$ cat config.mk
export PLATFORM = sky130hd
export DESIGN_NAME = uart_rx_fifo
export DESIGN_NICKNAME = d
export VERILOG_FILES = /design/src/rtl/uart_rx_fifo.sv
export SDC_FILE = /design/constraint.sdc
export NUM_CORES = 1
export LEC_CHECK = 0
export BUFFER_PORTS_ARGS = -buffer_cell sky130_fd_sc_hd__buf_4
export CELL_PAD_IN_SITES_DETAIL_PLACEMENT = 1
export CELL_PAD_IN_SITES_GLOBAL_PLACEMENT = 1
export CORE_ASPECT_RATIO = 0.6
export CORE_MARGIN = 4
export CORE_UTILIZATION = 47
export DETAILED_ROUTE_END_ITERATION = 6
export GPL_TIMING_DRIVEN = 0
export PLACE_DENSITY_LB_ADDON = 0.1
export SLEW_MARGIN = 20
export SYNTH_ARGS = -nofsm -noshare
export SYNTH_HDL_FRONTEND = slang
export SYNTH_SLANG_ARGS = --single-unit
$ cat constraint.sdc
create_clock -name i_clk -period 2.44 [get_ports i_clk]
set_input_delay 0.122 -clock i_clk [delete_from_list [all_inputs] [get_ports i_clk]]
set_output_delay 0.122 -clock i_clk [all_outputs]
set_load 0.005 [all_outputs]
$ cat src/rtl/uart_rx_fifo.sv
// uart_rx_fifo
// Receive-side buffer placed directly behind a UART receiver. Each completed
// frame is detected as a falling edge of the receiver's busy flag. The data
// byte and its error flag are stored in a first-word-fall-through FIFO and
// handed to the system over a valid/ready read interface. The block also keeps
// a sticky overflow flag and a saturating count of errored frames.
//
// Parameters
//   G_WORD_WIDTH  data bits per frame (must match the receiver)
//   G_DEPTH       FIFO entries, power of two, >= 2
//   G_DROP_ERR    1 = errored frames are counted but not stored
//                 0 = errored frames are stored with their error flag
//
// Ports
//   i_clk, i_rst      clock, synchronous active-high reset
//   i_rx_busy         receiver busy; a 1->0 transition completes a frame
//   i_rx_data         receiver data, sampled only in the completion cycle
//   i_rx_error        receiver error, sampled only in the completion cycle
//   o_rd_data         head-of-FIFO data
//   o_rd_err          head-of-FIFO error flag
//   o_rd_valid        FIFO not empty
//   i_rd_ready        consumer takes the head entry when o_rd_valid=1
//   o_level           number of stored entries, 0..G_DEPTH
//   o_overflow        sticky; a frame was lost because the FIFO was full
//   i_clr_overflow    clears o_overflow (a simultaneous set wins)
//   o_err_count       errored-frame count, saturates at 255

module uart_rx_fifo #(
    parameter int G_WORD_WIDTH = 8,
    parameter int G_DEPTH      = 16,
    parameter bit G_DROP_ERR   = 1'b0
) (
    input  logic                      i_clk,
    input  logic                      i_rst,
    input  logic                      i_rx_busy,
    input  logic [G_WORD_WIDTH-1:0]   i_rx_data,
    input  logic                      i_rx_error,
    output logic [G_WORD_WIDTH-1:0]   o_rd_data,
    output logic                      o_rd_err,
    output logic                      o_rd_valid,
    input  logic                      i_rd_ready,
    output logic [$clog2(G_DEPTH):0]  o_level,
    output logic                      o_overflow,
    input  logic                      i_clr_overflow,
    output logic [7:0]                o_err_count
);

    localparam int AW = $clog2(G_DEPTH);
    localparam logic [AW:0] C_FULL_LEVEL = (AW+1)'(G_DEPTH);

    logic                    r_busy_d;
    logic [AW-1:0]           r_wr_ptr;
    logic [AW-1:0]           r_rd_ptr;
    logic [AW:0]             r_level;
    logic                    r_overflow;
    logic [7:0]              r_err_count;
    logic [G_WORD_WIDTH:0]   mem [G_DEPTH];

    logic evt;
    logic push_req;
    logic pop;
    logic full;
    logic push;

    always_comb begin
        evt      = r_busy_d & ~i_rx_busy;
        push_req = evt & ~(G_DROP_ERR & i_rx_error);
        pop      = o_rd_valid & i_rd_ready;
        full     = (r_level == C_FULL_LEVEL);
        // A pop in the same cycle frees the head slot, so a full FIFO can
        // still take the new frame.
        push     = push_req & (~full | pop);
    end

    // Storage is deliberately not reset; the head is only meaningful while
    // o_rd_valid is high. When full with a simultaneous pop, wr_ptr equals
    // rd_ptr and the entry being overwritten is the one leaving this cycle.
    always_ff @(posedge i_clk) begin
        if (push) begin
            mem[r_wr_ptr] <= {i_rx_error, i_rx_data};
        end
    end

    always_ff @(posedge i_clk) begin
        if (i_rst) begin
            r_busy_d    <= 1'b0;
            r_wr_ptr    <= '0;
            r_rd_ptr    <= '0;
            r_level     <= '0;
            r_overflow  <= 1'b0;
            r_err_count <= '0;
        end else begin
            r_busy_d <= i_rx_busy;

            if (push) begin
                r_wr_ptr <= r_wr_ptr + AW'(1);
            end
            if (pop) begin
                r_rd_ptr <= r_rd_ptr + AW'(1);
            end

            case ({push, pop})
                2'b10:   r_level <= r_level + (AW+1)'(1);
                2'b01:   r_level <= r_level - (AW+1)'(1);
                default: r_level <= r_level;
            endcase

            // Set has priority over clear so a loss in the clear cycle is
            // never hidden.
            if (push_req && full && !pop) begin
                r_overflow <= 1'b1;
            end else if (i_clr_overflow) begin
                r_overflow <= 1'b0;
            end

            if (evt && i_rx_error && (r_err_count != 8'hFF)) begin
                r_err_count <= r_err_count + 8'd1;
            end
        end
    end

    assign o_rd_valid             = (r_level != '0);
    assign {o_rd_err, o_rd_data}  = mem[r_rd_ptr];
    assign o_level                = r_level;
    assign o_overflow             = r_overflow;
    assign o_err_count            = r_err_count;

endmodule
Word level (Yosys, flattened, before mapping):

Memory sizes are Yosys's and may differ from the RTL's. A register that Yosys moved wholly into a read port is not among the register bits.
Index checks and enable logic that the tools add are counted.
W data, S select, Z words.

* $add $sub $neg: 5
* reductions and logical operators: 8
* multiplexer cells: 7
* eq/ne operators: 4
* bitwise operators: 6

Operators by type and width (number)
* $pmux W5 S2: 1
* $add A4 B1 Y4 const B: 2
* $add A8 B1 Y8 const B: 1
* $mux W4: 2
* $ne A8 B8 Y1 const B: 1
* $add A5 B1 Y5 const B: 1
* $eq A5 B5 Y1 const B: 1
* $reduce_bool A5 Y1: 1
* $sub A5 B1 Y5 const B: 1
* $logic_and A1 B1 Y1: 4
* $mux W1: 4
* $reduce_bool A2 Y1: 2
* $and A1 B1 Y1: 3
* $eq A2 B1 Y1 const B: 1
* $eq A2 B2 Y1 const B: 1
* $not A1 Y1: 2
* $logic_not A1 Y1: 1
* $or A1 B1 Y1: 1

* memories kept: 1
* output and inout bits: 24
* bits in registers: 23
* memory bits (writable): 144
* input port bits: 14
* word-level logic and storage cells: 37

Memory list
* mem: words 16, bits a word 9, rd ports 1, clocked after Yosys merged registers in 1, write ports 1, RTL line 57 `logic [G_WORD_WIDTH:0] mem [G_DEPTH];`

Depth between registers and ports, before layout:

Gate-level depths: netlist (run 1).

* word-level depth: 6
* gate-level depth with buffers: 8
* depth with buffers taken out: 8

Worst setup path after synthesis (run 1):

Ideal clock, no wire load.

* path kind: reg-to-reg
* start point: reg r_level[1] (netlist: o_level[1])
* end point: reg r_level[4] (netlist: o_level[4])
* cell stages (with the launch flop): 9
* slack: 127 ps
* buffers on the path: 0
* arrival time: 2189 ps
* period minus slack after synthesis: 2313 ps
* path through: dfxtp_1 > nor4_4 > a211oi_4 > xor2_1 > ha_1 > or3_1 > a21oi_1 > a21oi_1 > mux2_1

* word-level cells in the longest chain between the ends: 6
* elaborated cells on any way between the ends: 12

Ends and longest elaborated chain
* start: declaration: RTL line 54 `logic [AW:0] r_level;`
* start signal: assignment: RTL line 103 `2'b10: r_level <= r_level + (AW+1)'(1);`
* start signal: assignment: RTL line 104 `2'b01: r_level <= r_level - (AW+1)'(1);`
* start signal: assignment: RTL line 105 `default: r_level <= r_level;`
* $reduce_bool A5 Y1 or $eq A5 B5 Y1 (tied branches): RTL line 122, 69
* $and A1 B1 Y1 or $not A1 Y1 (tied branches): RTL line 68, 72
* $or A1 B1 Y1: RTL line 72 `push = push_req & (~full | pop);`
* $and A1 B1 Y1: RTL line 72
* $eq A2 B1 Y1 or $eq A2 B2 Y1 (tied branches): RTL line 102 `case ({push, pop})`
* $pmux W5 S2 or $reduce_bool A2 Y1 (tied branches)

Parallel ways exist; a longest one is shown, timed or not.
A chain may end at the register's enable or synchronous reset.

==> results of run 1 <==
## cell families after synthesis
logic type | share of synthesized area [%]
simple gates | 5.30
fa+ha+maj | 1.49
mux | 16.0
xor+xnor | 1.95
buf+inv | 1.25
compound gates | 1.73
flops | 72.3
## stage by stage
step	instances	setup TNS (ns)	power, mW
2_1_floorplan	358	0	4.48
3_3_place_gp	586	-39.01	4.99
3_5_place_dp	590	-26.24	5.06
4_1_cts	634	-0.0497	8.17
5_1_grt	634	-5.23	8.47
6_report	634	-0.0111	8.13
## repair_timing
action,4_1_cts,5_1_grt
cloned,2,0
pin swaps,2,1
setup endpoints to repair,118,131
hold endpoints to repair,37,0
setup buffers,6,2
hold buffers,5,0
resized for setup,44,14
## registers in the layout, indices dropped and copies added, names as in the netlist, named ones only
name and count:
o_level 5, r_busy_d 1, o_overflow 1, r_rd_ptr 4, r_wr_ptr 4, o_err_count 8, mem 144
## final timing paths
kind | endpoint | depth (start not counted)
max reg2reg | o_level[4] | 8
max | o_rd_data[0] | 6
min | mem[2][2] | 1
min reg2reg | o_overflow | 2
## power groups by stage
stage,clock network [mW],registers (mW),logic [mW]
6_report,2.70,3.36,2.07
2_1_floorplan,0,3.37,1.10
5_1_grt,2.87,3.37,2.23
4_1_cts,2.75,3.36,2.06
3_5_place_dp,0,3.40,1.66
3_3_place_gp,0,3.39,1.60
## synthesized netlist by cell type, types with 5 or more instances
| cell | instances |
|---|---|
| inv_1 | 6 |
| xor2_1 | 8 |
| dfxtp_1 | 27 |
| xnor2_1 | 7 |
| ha_1 | 8 |
| edfxtp_1 | 144 |
| nand2_1 | 10 |
| nor3_1 | 9 |
| mux2i_1 | 5 |
| clkbuf_1 | 9 |
| mux4_2 | 45 |
| nor2_1 | 37 |
| a21oi_1 | 9 |
## layout by cell type (no fill, tap or decap), drive strengths merged, types with 2 or more instances in the layout
master / instances
edfxtp: 144
buf: 55
mux4: 45
nor2: 37
dfxtp: 27
clkbuf: 25
inv: 11
nand2: 10
a21oi: 10
nor3: 9
xor2: 8
ha: 8
xnor2: 7
clkinv: 6
mux2i: 5
dlygate4sd3: 5
nand2b: 4
nand4: 4
nand3: 3
o21ai: 3
or3: 3
bufinv: 2
## metal layers
| layer | GRT usage (%) | vias up | part of all wire (%) |
|---|---|---|---|
| met5 | 0 | - | 0 |
| met4 | 5.07 | 0 | 0.93 |
| met3 | 5.19 | 15 | 6.4 |
| met2 | 30.0 | 118 | 45 |
| met1 | 32.7 | 1921 | 48 |
| li1 | - | 1565 | - |
## area by class of cell
cell class	count	area [um2]	area share, %
Buffer	13	125	1.52
Clock buffer	18	429	5.21
Clock inverter	14	161	1.96
Inverter	6	22.5	0.274
Multi-Input combinational cell	166	1870	22.8
Sequential cell	171	4870	59.2
Tap cell	192	240	2.92
Timing Repair Buffer	54	508	6.17
==> reports/results.ini, run 1 <==
[outcome]
status = complete, but fails checks
violations = setup timing

[logic_synthesis]
synth.distinct_cells = 31
synth.top_cell.area_share_pct = 64.3
synth_flop_cell = edfxtp_1
ys_top_cells_by_area = edfxtp_1 64%, mux4_2 15%, dfxtp_1 8.0%
ys_seq_area_share_pct = 72.3
synth_top_area_cell = edfxtp_1
synthesis.area_um2 = 6730
synth_edf_count = 144
async_flop_share_pct = 0
yosys_warnings = 0
syn_inst = 358
ys_seq_elements = 171
synth_nets = 380
syn_avg_cell_area_um2 = 18.8

[clock_network]
cts_root_buf = clkbuf_16
cts.path.max_buffers = 2
cts_made_buffers = 17
insertion_delay_ns = 0.43
cts_sinks = 171
clkTransAtPathRegs_ns = 0.07
htreeDepth = 4
cts_tree = done

[worst_setup_path]
crit_family = multiplexers
path_cells = buf_12 > buf_12 > buf_16 > mux4_2 > mux4_2 > buf_6
end_kind = output port
reg2reg_slack_ns = 0.01
cp_data_required_time_ns = 2.32
critical_path_buf_inv_count = 4
crit_arrival_ns = 2.33
path_max_fanout = 8
path_class = register to output port
slowest_delay_ns = 0.52
crit_slowest_cell = mux4_2
startpoint_type = register
timing.rr.start = o_level[0]

[power]
power_density_nw_per_um2 = 988
ir_worst_vdd_mv = 0.529
swShare_pct = 26.8
internal-power_mw = 5.95
leakagePower_nw = 2.67
seq_power_share_pct = 41.3
combPwrFrac_pct = 25.5
pwr-share-clk_pct = 33.2
switching_power_mw = 2.18

[finish]
fin_area_um2 = 8230
n_fill_cell = 1189
n_antenna_cell = 0
finish.utilization_pct = 59.5
syn2layout_area_growth_pct = 22.3
drive_gt1_share_pct = 35.1
fin_nets = 451

[routing]
via_per_inst = 5.71
route.detailed.drc = 0
wl_per_cell_um = 25.5
vias = 3619
wirelength_mm = 16.2
drtPass1Iterations = 4
ant_nets = 0
drt_iter0_drc = 359

[timing]
fmax_mhz = 408
clock_skew_ns = 0.0147
slew_headroom_pct = 48.5
rsz0062_at_grt = yes
hold_violations = 0
setup_ws_ns = -0.0109
finalMaxSlewViolations = 0
tightest_slew_ns = 0.771
fin_hold_ws_ns = 0.0213
setup_violations = 2
fin_crit_ns = 2.45
finalCritPeriodShare_pct = 100

[floorplanning]
core_um2 = 13800
fp.dieH_um = 101
die_area_um2 = 16400
rows = 33
start_util_pct = 48.6
die_w_um = 162
io_pins = 38

[global_route]
grt_pass1_vias = 3731
grt_start_max_net_pins = 18
grt.overflow.total = 0
antenna_found_initial = 0
grt_pass1_wl_mm = 24.2
grtUsageTotal_pct = 21.0

[place]
placed_area_um2 = 7300
port_buffers = 36
place_congestion = 0.731
hpwl_mm = 10.5
place_ws_ns = -0.333

[flow_run]
cap_violations = 0

[min_path]
min-delay-start = i_rx_data[2]
hp-class = primary input to register

Power figures use the tool's default switching activity.
==> run 2, diff against run 1 <==
- GPL_TIMING_DRIVEN: 0 -> not set
- TNS_END_PERCENT: not set -> 100
==> reports/results.ini, run 2 (synthesized netlist as in run 1, its figures left out) <==
[finish]
n_fill_cell = 1230  ; was 1,189
final_common_cell = edfxtp_1  ; unchanged
largest_reg_flops = 144  ; unchanged
fin_nets = 456  ; was 451
register_area_um2 = 4870  ; about the same
multiInputGateArea_um2 = 1780  ; was 1870 um2
n_antenna_cell = 0  ; unchanged
fin_area_um2 = 8120  ; was 8230 um2
drive_gt1_share_pct = 33.6  ; was 35.1%
most-common-layout-cells = 144 x edfxtp_1, 61 x buf_4, 45 x mux4_2, 37 x nor2_1, 26 x dfxtp_1  ; was 144 x edfxtp_1, 45 x mux4_2, 35 x buf_4, 25 x nor2_1, 23 x dfxtp_1
stdcell_count = 639  ; was 634
top_register = mem  ; unchanged
syn2layout_area_growth_pct = 20.7  ; was 22.3%

[place]
place_congestion = 0.767  ; was 0.731
placed_cells = 601  ; was 590
port_buffers = 37  ; was 36
placed_area_um2 = 7430  ; was 7300 um2
hpwl_mm = 10.0  ; was 10.5 mm

[global_route]
grt.overflow.total = 0  ; unchanged
grt_start_max_net_pins = 37  ; was 18
grtUsageTotal_pct = 19.7  ; was 21.0%
antenna_found_initial = 0  ; unchanged
grt_pass1_vias = 3728  ; was 3,731
grt_pass1_wl_mm = 22.9  ; was 24.2 mm

[timing]
tightest_slew_ns = 0.592  ; was 0.771 ns
finalMaxSlewViolations = 0  ; unchanged
clock_skew_ns = 0.00902  ; was 0.0147 ns
hold_violations = 0  ; unchanged
rsz0062_at_grt = yes  ; unchanged
setup_violations = 0  ; was 2
slew_headroom_pct = 60.5  ; was 48.5%
fmax_mhz = 421  ; was 408 MHz
fin_crit_ns = 2.37  ; was 2.45 ns
finalCritPeriodShare_pct = 97.2  ; was 100%

[min_path]
hold_path_depth = 1  ; unchanged
min-delay-start = i_rx_data[0]  ; was i_rx_data[2]
holdPathEnd = mem[10][0]  ; was mem[2][2]
hp-class = primary input to register  ; unchanged

[routing]
route.detailed.drc = 0  ; unchanged
ant_nets = 0  ; unchanged
via_per_inst = 5.43  ; was 5.71
wl_per_cell_um = 23.4  ; was 25.5 um
wirelength_mm = 14.9  ; was 16.2 mm
drt_iter0_drc = 308  ; was 359
vias = 3468  ; was 3,619
drtPass1Iterations = 4  ; unchanged

[clock_network]
cts_made_buffers = 17  ; unchanged
cts_tree = done  ; unchanged
cts_root_buf = clkbuf_16  ; unchanged
clkTransAtPathRegs_ns = 0.07  ; about the same
cts_sinks = 171  ; unchanged
htreeDepth = 4  ; unchanged
insertion_delay_ns = 0.42  ; was 0.43 ns
cts.path.max_buffers = 2  ; unchanged

[floorplanning]
fp.dieH_um = 101  ; unchanged
core_um2 = 13800  ; unchanged
die_area_um2 = 16400  ; unchanged
die_w_um = 162  ; unchanged
io_pins = 38  ; unchanged
rows = 33  ; unchanged
start_util_pct = 48.6  ; unchanged

[worst_setup_path]
path_cells = buf_12 > mux4_2 > mux4_2 > buf_6  ; was buf_12 > buf_12 > buf_16 > mux4_2 > mux4_2 > buf_6
path_max_fanout = 14  ; was 8
timing.rr.start = o_level[3]  ; was o_level[0]
end_kind = output port  ; unchanged
r2r_cells = 8  ; unchanged
cp_data_required_time_ns = 2.32  ; about the same
slowest_delay_ns = 0.55  ; was 0.52 ns
r2r-end = o_level[4]  ; unchanged
path_class = register to output port  ; unchanged
crit_slowest_cell = mux4_2  ; unchanged
startpoint_type = register  ; unchanged
crit_top_cell = mux4_2
crit_arrival_ns = 2.25  ; was 2.33 ns
reg2reg_slack_ns = 0.14  ; was 0.01 ns

[flow_run]
cap_violations = 0  ; unchanged

[power]
leakagePower_nw = 2.70  ; was 2.67 nW
power_density_nw_per_um2 = 962  ; was 988 nW/um2
ir_worst_vdd_mv = 0.443  ; was 0.529 mV

[outcome]
status = finished clean  ; was complete, but fails checks

run 2: through the flow:
stage               setup TNS (ns)  setup WS [ns]  hold slack, ns  utilization [%]  power, mW
global route              -0.00959       -0.00574          0.0181             58.7       8.20
global placement                 0          0.131           0.347             53.7       5.07
finish                           0         0.0673          0.0235             58.7       7.82
floorplan                        0          0.127           0.221                -       4.48
detailed placement               0         0.0958           0.360             53.7       5.10
CTS                              0       0.000977         0.00964             58.1       7.76
run 2: layout make-up:
class	count	area share (%)
Inverter	6	0.277
Clock buffer	17	5.24
Sequential cell	171	59.9
Tap cell	192	2.96
Clock inverter	15	1.91
Multi-Input combinational cell	166	21.9
Timing Repair Buffer	72	7.78
run 2: worst max path at each step:
stage / to / slack (ns) / cells after the start
final: o_rd_data[1] / 0.07 / 4
after global routing: o_rd_data[1] / -0.006 / 4
after CTS: o_rd_err / 0.001 / 4
after detailed placement: o_level[4] / 0.1 / 8
after global placement: o_level[4] / 0.13 / 8
after floorplan: o_level[4] / 0.13 / 8
run 2: power by group:
part / internal (mW) / leakage [nW] / total, mW / switching (mW)
Combinational: 1.02 / 0.904 / 1.84 / 0.824
Sequential: 3.24 / 1.51 / 3.34 / 0.105
Clock: 1.45 / 0.280 / 2.63 / 1.18
Total: 5.70 / 2.70 / 7.82 / 2.11
run 2: critical path, delay by kind of cell, from the launching register on:
family   cells  cell delay (ns)
buf+inv      2             0.33
mux          2             1.07
flops        1             0.43
run 2: repair_timing:
| action | in CTS | in global routing |
|---|---|---|
| pin swaps | 0 | 2 |
| hold buffers | 3 | 0 |
| setup buffers | 0 | 1 |
| endpoints found under the hold margin | 9 | 0 |
| gates resized for setup | 1 | 6 |
| setup endpoints to repair | 3 | 7 |
| cloned | 0 | 2 |
run 2: per-layer routing:
metal  GRT usage (%)  routed length (um)  part of all wire (%)  vias to the layer above
li1                -                   -                     -                     1572
met1            30.0                7130                    48                     1805
met2            28.8                6880                    46                       82
met3            4.45                 858                   5.7                        9
met4            5.46                  75                  0.50                        0
met5               0                   0                     0                        -
